### config.mk
export PLATFORM = sky130hd
export DESIGN_NAME = alu_arbiter_flat
export DESIGN_NICKNAME = d
export VERILOG_FILES = /design/src/rtl/alu_arbiter_if.sv /design/src/rtl/alu_arbiter.sv /design/src/flat_wrapper.sv
export SDC_FILE = /design/constraint.sdc
export NUM_CORES = 1
export LEC_CHECK = 0
export CORE_MARGIN = 4
export CORE_UTILIZATION = 40
export CTS_CLUSTER_DIAMETER = 50
export DETAILED_ROUTE_END_ITERATION = 16
export GPL_TIMING_DRIVEN = 0
export PLACE_DENSITY_LB_ADDON = 0.08
export SLEW_MARGIN = 20
export SYNTH_ARGS = -nofsm -noshare
export SYNTH_HDL_FRONTEND = slang
export SYNTH_SLANG_ARGS = --single-unit
export TNS_END_PERCENT = 1
### constraint.sdc
create_clock -name clk -period 5.6 [get_ports clk]
set_input_delay 1.4 -clock clk [delete_from_list [all_inputs] [get_ports clk]]
set_output_delay 1.4 -clock clk [all_outputs]
set_load 0.02 [all_outputs]
### src/rtl/alu_arbiter_if.sv
// ---------------------------------------------------------------------------
// alu_arbiter_if
// Bundle of the requester, response and shared-ALU signals of alu_arbiter.
//
// Handshake rule: a transfer happens on a rising clk edge where both valid
// and ready are high. A requester holds valid, a, b and op stable until
// it sees its ready bit. The arbiter holds rsp_valid, rsp_id and
// rsp_result stable until rsp_ready is high.
//
// Modports:
//   slave  - the arbiter side (takes requests, produces responses, drives ALU)
//   master - the requester/consumer/ALU side (testbench or surrounding logic)
//
// Signals:
//   req_valid[1:0]       per-requester operation valid
//   req_ready[1:0]       per-requester accept (one-hot or zero)
//   req_a/req_b          packed operands, requester i at [i*WIDTH +: WIDTH]
//   req_op[7:0]          packed op codes, requester i at [i*4 +: 4]
//   rsp_valid/rsp_ready  result handshake
//   rsp_id               owner of the result
//   rsp_result           registered ALU result
//   alu_operandA/B       shared ALU operands
//   alu_operation        shared ALU op select
//   alu_result           shared ALU output
// ---------------------------------------------------------------------------
interface alu_arbiter_if #(
    parameter int WIDTH = 32
);
    logic [1:0]         req_valid;
    logic [1:0]         req_ready;
    logic [2*WIDTH-1:0] req_a;
    logic [2*WIDTH-1:0] req_b;
    logic [7:0]         req_op;
    logic               rsp_valid;
    logic               rsp_ready;
    logic               rsp_id;
    logic [WIDTH-1:0]   rsp_result;
    logic [WIDTH-1:0]   alu_operandA;
    logic [WIDTH-1:0]   alu_operandB;
    logic [3:0]         alu_operation;
    logic [WIDTH-1:0]   alu_result;

    modport slave (
        input  req_valid, req_a, req_b, req_op, rsp_ready, alu_result,
        output req_ready, rsp_valid, rsp_id, rsp_result,
               alu_operandA, alu_operandB, alu_operation
    );

    modport master (
        output req_valid, req_a, req_b, req_op, rsp_ready, alu_result,
        input  req_ready, rsp_valid, rsp_id, rsp_result,
               alu_operandA, alu_operandB, alu_operation
    );
endinterface

### src/rtl/alu_arbiter.sv
// ---------------------------------------------------------------------------
// alu_arbiter
// Shares one combinational ALU between two requesters. A round-robin grant
// is made in IDLE, the winner's operands are latched (EXEC), the ALU output
// is registered and presented as a response (RESP) until accepted.
// One operation is in flight at a time; peak rate is one per three cycles.
//
// Ports:
//   clk          rising-edge clock
//   rst          asynchronous active-high reset
//   bus          alu_arbiter_if.slave (requests, response, shared ALU)
//   dbg_state_o  current FSM state (0 IDLE, 1 EXEC, 2 RESP)
//   stat_grant0  saturating grant count, requester 0 (ALU_ARB_STATS_EN only)
//   stat_grant1  saturating grant count, requester 1 (ALU_ARB_STATS_EN only)
//
// Build option: define ALU_ARB_STATS_EN to add the grant statistics ports.
// ---------------------------------------------------------------------------
module alu_arbiter #(
    parameter int WIDTH = 32
) (
    input  logic        clk,
    input  logic        rst,
    alu_arbiter_if.slave bus,
    output logic [1:0]  dbg_state_o
`ifdef ALU_ARB_STATS_EN
    ,
    output logic [15:0] stat_grant0,
    output logic [15:0] stat_grant1
`endif
);

    typedef enum logic [1:0] {
        IDLE = 2'd0,
        EXEC = 2'd1,
        RESP = 2'd2
    } state_t;

    state_t           state_q;
    logic             last_q;       // index of the most recent grant
    logic [WIDTH-1:0] a_q;
    logic [WIDTH-1:0] b_q;
    logic [3:0]       op_q;
    logic             id_q;
    logic [WIDTH-1:0] result_q;
    logic             rsp_valid_q;

    logic             grant_vld;
    logic             grant_idx;
    logic [WIDTH-1:0] sel_a;
    logic [WIDTH-1:0] sel_b;
    logic [3:0]       sel_op;

    // Grant decision. Under contention the requester not served last wins.
    // Gated by rst so req_ready reads zero while reset is held.
    always_comb begin
        grant_vld = 1'b0;
        grant_idx = 1'b0;
        if (state_q == IDLE && !rst) begin
            if (bus.req_valid == 2'b11) begin
                grant_vld = 1'b1;
                grant_idx = ~last_q;
            end else if (bus.req_valid[0]) begin
                grant_vld = 1'b1;
                grant_idx = 1'b0;
            end else if (bus.req_valid[1]) begin
                grant_vld = 1'b1;
                grant_idx = 1'b1;
            end
        end
    end

    assign sel_a  = grant_idx ? bus.req_a[2*WIDTH-1:WIDTH] : bus.req_a[WIDTH-1:0];
    assign sel_b  = grant_idx ? bus.req_b[2*WIDTH-1:WIDTH] : bus.req_b[WIDTH-1:0];
    assign sel_op = grant_idx ? bus.req_op[7:4] : bus.req_op[3:0];

    assign bus.req_ready     = grant_vld ? (grant_idx ? 2'b10 : 2'b01) : 2'b00;
    assign bus.alu_operandA  = a_q;
    assign bus.alu_operandB  = b_q;
    assign bus.alu_operation = op_q;
    assign bus.rsp_valid     = rsp_valid_q;
    assign bus.rsp_id        = id_q;
    assign bus.rsp_result    = result_q;
    assign dbg_state_o       = state_q;

    always_ff @(posedge clk or posedge rst) begin
        if (rst) begin
            state_q     <= IDLE;
            last_q      <= 1'b1;    // requester 0 wins the first contention
            a_q         <= '0;
            b_q         <= '0;
            op_q        <= '0;
            id_q        <= 1'b0;
            result_q    <= '0;
            rsp_valid_q <= 1'b0;
        end else begin
            case (state_q)
                IDLE: begin
                    if (grant_vld) begin
                        a_q     <= sel_a;
                        b_q     <= sel_b;
                        op_q    <= sel_op;
                        id_q    <= grant_idx;
                        last_q  <= grant_idx;
                        state_q <= EXEC;
                    end
                end
                EXEC: begin
                    result_q    <= bus.alu_result;
                    rsp_valid_q <= 1'b1;
                    state_q     <= RESP;
                end
                RESP: begin
                    if (bus.rsp_ready) begin
                        rsp_valid_q <= 1'b0;
                        state_q     <= IDLE;
                    end
                end
                default: begin
                    rsp_valid_q <= 1'b0;
                    state_q     <= IDLE;
                end
            endcase
        end
    end

`ifdef ALU_ARB_STATS_EN
    logic [15:0] stat0_q;
    logic [15:0] stat1_q;

    always_ff @(posedge clk or posedge rst) begin
        if (rst) begin
            stat0_q <= '0;
            stat1_q <= '0;
        end else if (grant_vld) begin
            if (!grant_idx && stat0_q != 16'hFFFF) begin
                stat0_q <= stat0_q + 16'd1;
            end
            if (grant_idx && stat1_q != 16'hFFFF) begin
                stat1_q <= stat1_q + 16'd1;
            end
        end
    end

    assign stat_grant0 = stat0_q;
    assign stat_grant1 = stat1_q;
`endif

endmodule

### src/flat_wrapper.sv
// flat-port wrapper written by rule: the top's interface ports become plain ports
module alu_arbiter_flat 
#(
    parameter int WIDTH = 32
)
  (clk, rst, dbg_state_o, bus_req_valid, bus_req_a, bus_req_b, bus_req_op, bus_rsp_ready, bus_alu_result, bus_req_ready, bus_rsp_valid, bus_rsp_id, bus_rsp_result, bus_alu_operandA, bus_alu_operandB, bus_alu_operation);
  alu_arbiter_if #(.WIDTH(WIDTH)) bus_i ();
  input  logic clk;
  input  logic rst;
  output logic [1:0] dbg_state_o;
  input wire logic [$bits(bus_i.req_valid)-1:0] bus_req_valid;
  input wire logic [$bits(bus_i.req_a)-1:0] bus_req_a;
  input wire logic [$bits(bus_i.req_b)-1:0] bus_req_b;
  input wire logic [$bits(bus_i.req_op)-1:0] bus_req_op;
  input wire logic [$bits(bus_i.rsp_ready)-1:0] bus_rsp_ready;
  input wire logic [$bits(bus_i.alu_result)-1:0] bus_alu_result;
  output wire logic [$bits(bus_i.req_ready)-1:0] bus_req_ready;
  output wire logic [$bits(bus_i.rsp_valid)-1:0] bus_rsp_valid;
  output wire logic [$bits(bus_i.rsp_id)-1:0] bus_rsp_id;
  output wire logic [$bits(bus_i.rsp_result)-1:0] bus_rsp_result;
  output wire logic [$bits(bus_i.alu_operandA)-1:0] bus_alu_operandA;
  output wire logic [$bits(bus_i.alu_operandB)-1:0] bus_alu_operandB;
  output wire logic [$bits(bus_i.alu_operation)-1:0] bus_alu_operation;
  assign bus_i.req_valid = bus_req_valid;
  assign bus_i.req_a = bus_req_a;
  assign bus_i.req_b = bus_req_b;
  assign bus_i.req_op = bus_req_op;
  assign bus_i.rsp_ready = bus_rsp_ready;
  assign bus_i.alu_result = bus_alu_result;
  assign bus_req_ready = bus_i.req_ready;
  assign bus_rsp_valid = bus_i.rsp_valid;
  assign bus_rsp_id = bus_i.rsp_id;
  assign bus_rsp_result = bus_i.rsp_result;
  assign bus_alu_operandA = bus_i.alu_operandA;
  assign bus_alu_operandB = bus_i.alu_operandB;
  assign bus_alu_operation = bus_i.alu_operation;
  alu_arbiter #(.WIDTH(WIDTH)) u_core (.clk(clk), .rst(rst), .bus(bus_i), .dbg_state_o(dbg_state_o));
endmodule
-- Yosys cells after proc, flatten, opt, wreduce, memory -nomap -nowiden
Index checks and enable logic that the tools add are counted.
- bits in registers: 105
- input bits: 173
- output and inout port bits: 106
- logic and storage cells: 38
- equality and inequality tests: 5
- mux-type cells: 17
- bitwise logic cells: 2
- reduce and logical (&&, ||, !) cells: 6
- operator list (operator ; number):
    $mux W32 ; 2
    $mux W1 ; 8
    $mux W2 ; 4
    $pmux W2 S3 ; 1
    $reduce_and A2 Y1 ; 3
    $eq A2 B2 Y1 const B ; 2
    $mux W4 ; 1
    $pmux W1 S3 ; 1
    $eq A2 B1 Y1 const B ; 1
    $logic_not A2 Y1 ; 1
    $ne A2 B1 Y1 const B ; 1
    $ne A2 B2 Y1 const B ; 1
    $not A1 Y1 ; 2
    $logic_and A1 B1 Y1 ; 1
    $logic_not A1 Y1 ; 1

-- Longest topological paths before layout
Gate-level depths: netlist of run 1.
- depth after elaboration: 6
- depth in mapped cells: 6
- gate-level depth less buffers: 3

-- Least setup slack after synthesis of run 1
No wires, ideal clock.
- path kind: input port to output port
- start: input rst
- end: output bus_req_ready[0]
- data arrival time: 2638 ps
- required time: 4200 ps
- slack: 1562 ps
- stages on the path: 5
- path buffers: 3
- path through: or3_1 -> buf_2 -> buf_6 -> buf_6 -> nor3b_1
- word-level cells in the longest chain between the ends: 5
- elaborated cells on any way between the ends: 6
- RTL lines (item ; RTL line ; RTL):
    from (decl) ; flat_wrapper.sv:9 ; input logic rst;
    $logic_not A1 Y1 * ; alu_arbiter.sv:58 ; if (state_q == IDLE && !rst) begin
    $logic_and A1 B1 Y1 * ; alu_arbiter.sv:58 ;
    $mux W1 ; alu_arbiter.sv:58 ;
    $mux W2 ; alu_arbiter.sv:76 ; assign bus.req_ready = grant_vld ? (grant_idx ? 2'b10 : 2'b01) : 2'b00;
    $mux W2 * ; alu_arbiter.sv:76 ;
    to (decl) ; flat_wrapper.sv:17 ; output wire logic [$bits(bus_i.req_ready)-1:0] bus_req_ready;
Every way passes the cells marked *; elsewhere a longest branch is shown, timed or not.

-- Final worst setup path of run 1
Same ends and word-level chain as after synthesis.

==> impl_metrics.tcl, run 1 <==
set metrics [dict create \
    syn_area_um2 4590 \
    holdPathEnd "u_core.bus.rsp_id" \
    worstMarginPinSlew_ps 656 \
    netlist_instances 400 \
    finalMaxSlewViolations 0 \
    ys_seq_elements 105 \
    slowest_delay_ps 650 \
    synthXorXnorAreaFrac 0 \
    synth_top_family_by_area "compound AO/OA/AOI/OAI gates" \
    numCtsBuffers 9 \
    wl_per_cell_um 20.2 \
    syn-mean-instance-area_um2 11.5 \
    drt_wl_total_mm 16.8 \
    area_delta_synth_final_pct 71.5 \
    worst_hold_startpoint "u_core.bus.rsp_id" \
    clk_latency_ps 340 \
    track_usage 0.253 \
    cp_slowest_cell "clkdlybuf4s50_1" \
    ctsResizeCount 0 \
    initial_utilization 0.417 \
    holdWs_ps 479 \
    portBuffers 277 \
    grt_pass1_wl_mm 25.9 \
    crit-reg2reg-launch "u_core.dbg_state_o[0]" \
    power_mw 3.96 \
    synth_edf_count 0 \
    layout-drive-gt1-share 0.107 \
    path_clk_slew_ps 70 \
    reg2regPathDepth 4 \
    path_max_fanout 10 \
    route.vias.total 4483 \
    end_kind "output pin" \
    reg2reg_to "u_core.bus.alu_operandA[8]" \
    cts_max_level 3 \
    worstPathArrival_ps 3570 \
    async_flop_share 1.00 \
    rsz0062_at_grt "false" \
    finalSetupViolCount 0 \
    grt_max_degree 58 \
    period_share 0.888 \
    timing.slew.headroom 0.560 \
    fillers 857 \
    synthSimpleGateAreaFrac 0.149 \
    synth_cell_type_count 21 \
    gp_congestion 0.841 \
    drt_iter0_drc 260 \
    crit_chain "clkdlybuf4s50_1 -> or3_1 -> buf_2 -> buf_6 -> buf_6 -> nor3b_1 -> clkdlybuf4s50_1" \
    die_h_um 115 \
    status "finished clean" \
    avgViaCountPerCell 5.38 \
    finish.utilization 0.714 \
    synthMuxAreaShare 0.0784 \
    core-area_um2 11000 \
    multiInputGateArea_um2 1770 \
    fin_cells 834 \
    regArea_um2 2630 \
    yosys-top-cells-area "dfrtp_1 57%, a221o_1 15%, mux2_2 7.8%, nor3_1 6.5%, nand2_1 5.6%" \
    cts_sinks 105 \
    hp-class "reg -> reg" \
    ant_nets 0 \
    peakVddDrop_mv 0.273 \
    finalHoldViolCount 0 \
    cts_root_buffer "clkbuf_16" \
    cts_max_path_buffers 2 \
    drv_cap 0 \
    cp_data_required_time_ps 4200 \
    pwr_density_cell_nw_per_um2 502 \
    max_freq_ghz 0.201 \
    cp-start-kind "input pin" \
    dieWidth_um 115 \
    yosys.area.top_type "dfrtp_1" \
    dieArea_um2 13300 \
    hold_buffers 0 \
    synth_top_cell_area_share 0.566 \
    antenna_cells 0 \
    criticalPathCategory "in -> out" \
    power.leakage_nw 3.22 \
    drc 0 \
    dp.cells 818 \
    post_cts_buffers 0 \
    ioPinCount 279 \
    hpwl_mm 13.1 \
    synth_compound_area_frac 0.157 \
    firstDrtPassIters 4 \
    fin_crit_ps 4970 \
    clock_skew_ps 9.08 \
    cts_tree "done" \
    synthAdderAreaFrac 0 \
    ys.flop_type "dfrtp_1" \
    yosysSeqAreaShare 0.572 \
    antenna_found_initial 0 \
    synth_fp_nets 573 \
    yosysWarnings 0 \
    reg2reg_slack_ps 3670 \
    grt_overflow_total 0 \
    nNetsFinal 862 \
    grt_pass1_vias 4782 \
    rows 38 \
    min_path_cells 1 \
]
## cells in the mapped netlist, types with 2 or more instances
master / instances
mux2_2: 32
a221o_1: 68
nand2_1: 69
dfrtp_1: 104
clkbuf_1: 27
buf_2: 12
buf_1: 2
nor3_2: 9
a21o_1: 3
inv_1: 2
buf_6: 2
nor3_1: 60
nor2b_1: 2
## where the power goes
group	total (mW)	internal, mW	switching, mW
Combinational	1.98	1.04	0.946
Sequential	1.33	1.12	0.212
Clock	0.645	0.360	0.285
Total	3.96	2.51	1.44
## logic make-up after synthesis
family,after synthesis
and+or+nand+nor,144
buffers and inverters,45
AOI/OAI and AO/OA,74
muxes,32
DFF,105
## cell type report
type | count | share of cell area
clock inverters | 6 | 0.00842
multi-input cells | 250 | 0.224
well taps | 140 | 0.0222
plain buffers | 43 | 0.0243
flip-flops and latches | 105 | 0.334
inverters | 2 | 0.00159
clock buffers | 10 | 0.0303
repair buffers | 278 | 0.355
## registers in the layout (all words and copies together), names as in the netlist
| register | count |
|---|---|
| u_core.bus.alu_operation | 4 |
| u_core.bus.rsp_result | 32 |
| u_core.bus.alu_operandA | 32 |
| u_core.last_q | 1 |
| u_core.bus.rsp_id | 1 |
| u_core.bus.rsp_valid | 1 |
| u_core.dbg_state_o | 2 |
| u_core.bus.alu_operandB | 32 |
## per-layer routing
| layer | up-vias | wire length, µm | track usage |
|---|---|---|---|
| li1 | 2069 | - | - |
| met3 | 19 | 1460 | 0.0721 |
| met2 | 208 | 8780 | 0.445 |
| met4 | 0 | 292 | 0.0728 |
| met1 | 2187 | 6300 | 0.301 |
| met5 | - | 0 | 0 |
## layout by cell type (no fill, tap or decap), types with 3 or more instances in the layout
cell type	Yosys	routed
nor3_1	60	60
mux2_2	32	32
a21o_1	3	3
dfrtp_1	104	104
nor3_2	9	9
a221o_1	68	68
clkdlybuf4s50_1	0	277
clkbuf_1	27	27
buf_2	12	12
nand2_1	69	69
clkbuf_16	0	9
clkinvlp_4	0	3
## per-stage QoR
| stage | cell area, µm² | setup slack (ps) | TNS, ps |
|---|---|---|---|
| 5_1_grt | 7880 | 539 | 0 |
| 3_5_place_dp | 7570 | 622 | 0 |
| 6_report | 7880 | 628 | 0 |
| 4_1_cts | 7880 | 610 | 0 |
| 3_3_place_gp | 7540 | -121 | -12370 |
| 2_1_floorplan | 4590 | 1440 | 0 |
## worst max path at each step
stage | startpoint | slack (ps) | depth (start not counted) | endpoint
floorplan | rst | 1440 | 1 | u_core.bus.alu_operandA[0]
global placement | rst | -120 | 2 | u_core.bus.alu_operandB[24]
detailed placement | rst | 620 | 7 | bus_req_ready[0]
CTS | rst | 610 | 7 | bus_req_ready[0]
global route | rst | 540 | 7 | bus_req_ready[0]
finish | rst | 630 | 7 | bus_req_ready[0]
## critical path: cells and delay by family
kind          cells  cell delay [ps]
buf+inv           5             1640
simple gates      2              520
No activity file was read; power rests on OpenSTA's default activity.
==> run 2: changes to the inputs <==
- CTS_CLUSTER_SIZE: not set -> 12
- SETUP_SLACK_MARGIN: not set -> 0.15
==> results of run 2 <==
Final layout, timing and power as in run 1 (identical DEF).
==> run 3: changes to the inputs <==
- GPL_TIMING_DRIVEN: 0 -> not set
==> impl_metrics.tcl, run 3 (synthesis gave the netlist of run 1 again) <==
set metrics [dict create \
    status "finished clean" \
    firstDrtPassIters 4 \
    crit-reg2reg-launch "u_core.dbg_state_o[0]" \
    clk_latency_ps 340 \
    mostFrequentLayoutCell "clkdlybuf4s50_1" \
    avgViaCountPerCell 5.51 \
    portBuffers 278 \
    setup_slack_ps 901 \
    top_usage_layer "met2" \
    dieArea_um2 13300 \
    cts_max_level 3 \
    grt_pass1_wl_mm 25.0 \
    path_max_fanout 3 \
    core-area_um2 11000 \
    fin_crit_ps 4700 \
    period_share 0.839 \
    grt_max_degree 73 \
    route.vias.total 4400 \
    wl_per_cell_um 20.3 \
    critPathCapture "bus_req_ready[0]" \
    timing.slew.headroom 0.408 \
    antenna_cells 0 \
    startpoint "rst" \
    cp-start-kind "input pin" \
    drt_iter0_drc 260 \
    reg2reg_to "u_core.bus.alu_operandB[15]" \
    stdcell_area_um2 7740 \
    finalSetupViolCount 0 \
    cts_sinks 105 \
    cp_slowest_cell "clkdlybuf4s50_1" \
    rows 38 \
    cts_root_buffer "clkbuf_16" \
    placed_area_um2 7430 \
    hpwl_mm 11.6 \
    drc 0 \
    slowest_delay_ps 670 \
    dp.cells 782 \
    power_mw 3.94 \
    finalHoldViolCount 0 \
    reg2reg_slack_ps 3450 \
    fillers 848 \
    finalMaxSlewViolations 0 \
    path_clk_slew_ps 70 \
    final_cell_mix "277 x clkdlybuf4s50_1, 104 x dfrtp_1, 69 x nand2_1, 68 x a221o_1, 60 x nor3_1" \
    hold_buffers 0 \
    use_met2 0.415 \
    antenna_found_initial 0 \
    reg2regPathDepth 4 \
    finish.utilization 0.702 \
    die_h_um 115 \
    min_path_cells 1 \
    dp_worst_setup_slack_ps 919 \
    ctsResizeCount 0 \
    cts_max_path_buffers 2 \
    end_kind "output pin" \
    rsz0062_at_grt "false" \
    fin_cells 798 \
    crit_chain "clkdlybuf4s50_1 -> or3_2 -> nor3b_1 -> clkdlybuf4s50_1" \
    finalSetupTns_ps 0 \
    hp-class "reg -> reg" \
    worstMarginPinSlew_ps 887 \
    criticalPathCategory "in -> out" \
    nNetsFinal 826 \
    gp_congestion 0.775 \
    met3_usage 0.0647 \
    pwr_density_cell_nw_per_um2 509 \
    crit_path_frequent_cell "clkdlybuf4s50_1" \
    power.leakage_nw 3.16 \
    initial_utilization 0.417 \
    max_freq_ghz 0.213 \
    post_cts_buffers 0 \
    clock_skew_ps 6.49 \
    use_met1 0.290 \
    track_usage 0.242 \
    ant_nets 0 \
    cts_tree "done" \
    peakVddDrop_mv 0.310 \
    cp_data_required_time_ps 4200 \
    grt_overflow_total 0 \
    dieWidth_um 115 \
    holdWs_ps 474 \
    worstPathArrival_ps 3300 \
    drv_cap 0 \
    grt_pass1_vias 4606 \
    layout-drive-gt1-share 0.106 \
    area_delta_synth_final_pct 68.5 \
    drt_wl_total_mm 16.2 \
    ioPinCount 279 \
    numCtsBuffers 9 \
]
run 3: changes by cell type in the layout (fill, tap and decap cells not counted), moves of 2 or more:
cell	before	now
buf_1	2	0
buf_2	12	1
buf_4	0	7
buf_6	2	0
clkbuf_1	27	2
clkbuf_8	1	3
clkinvlp_4	3	0
inv_6	2	0
nor2b_1	2	0
run 3: worst min-delay path by stage:
stage                                   start                        end  slack, ps
global route        u_core.bus.rsp_result[14]  u_core.bus.rsp_result[14]        510
global placement            u_core.bus.rsp_id          u_core.bus.rsp_id        460
detailed placement          u_core.bus.rsp_id          u_core.bus.rsp_id        460
finish                      u_core.bus.rsp_id          u_core.bus.rsp_id        470
CTS                         u_core.bus.rsp_id          u_core.bus.rsp_id        480
floorplan                       u_core.last_q              u_core.last_q        500
run 3: area by class of cell:
class | count | area [µm²] | area share
Multi-Input combinational cell | 250 | 1790 | 0.231
Inverter | 2 | 10.0 | 0.00129
Clock buffer | 14 | 274 | 0.0354
Sequential cell | 105 | 2630 | 0.339
Tap cell | 140 | 175 | 0.0226
Clock inverter | 2 | 35.0 | 0.00452
Timing Repair Buffer | 285 | 2830 | 0.365
run 3: worst max-delay path, delay by kind of cell:
kind | cells | cell delay [ps]
buf+inv | 2 | 1150
simple gates | 2 | 740
run 3: where the power goes:
part / switching [mW] / leakage (nW) / internal [mW]
clock network: 0.272 / 0.153 / 0.383
registers: 0.209 / 1.28 / 1.12
logic: 0.943 / 1.73 / 1.02
total: 1.42 / 3.16 / 2.52
run 3: routing by layer:
layer,wire length (µm),vias up
met5,0,-
met4,522,0
met3,1310,34
met2,8170,206
met1,6210,2168
li1,-,1992
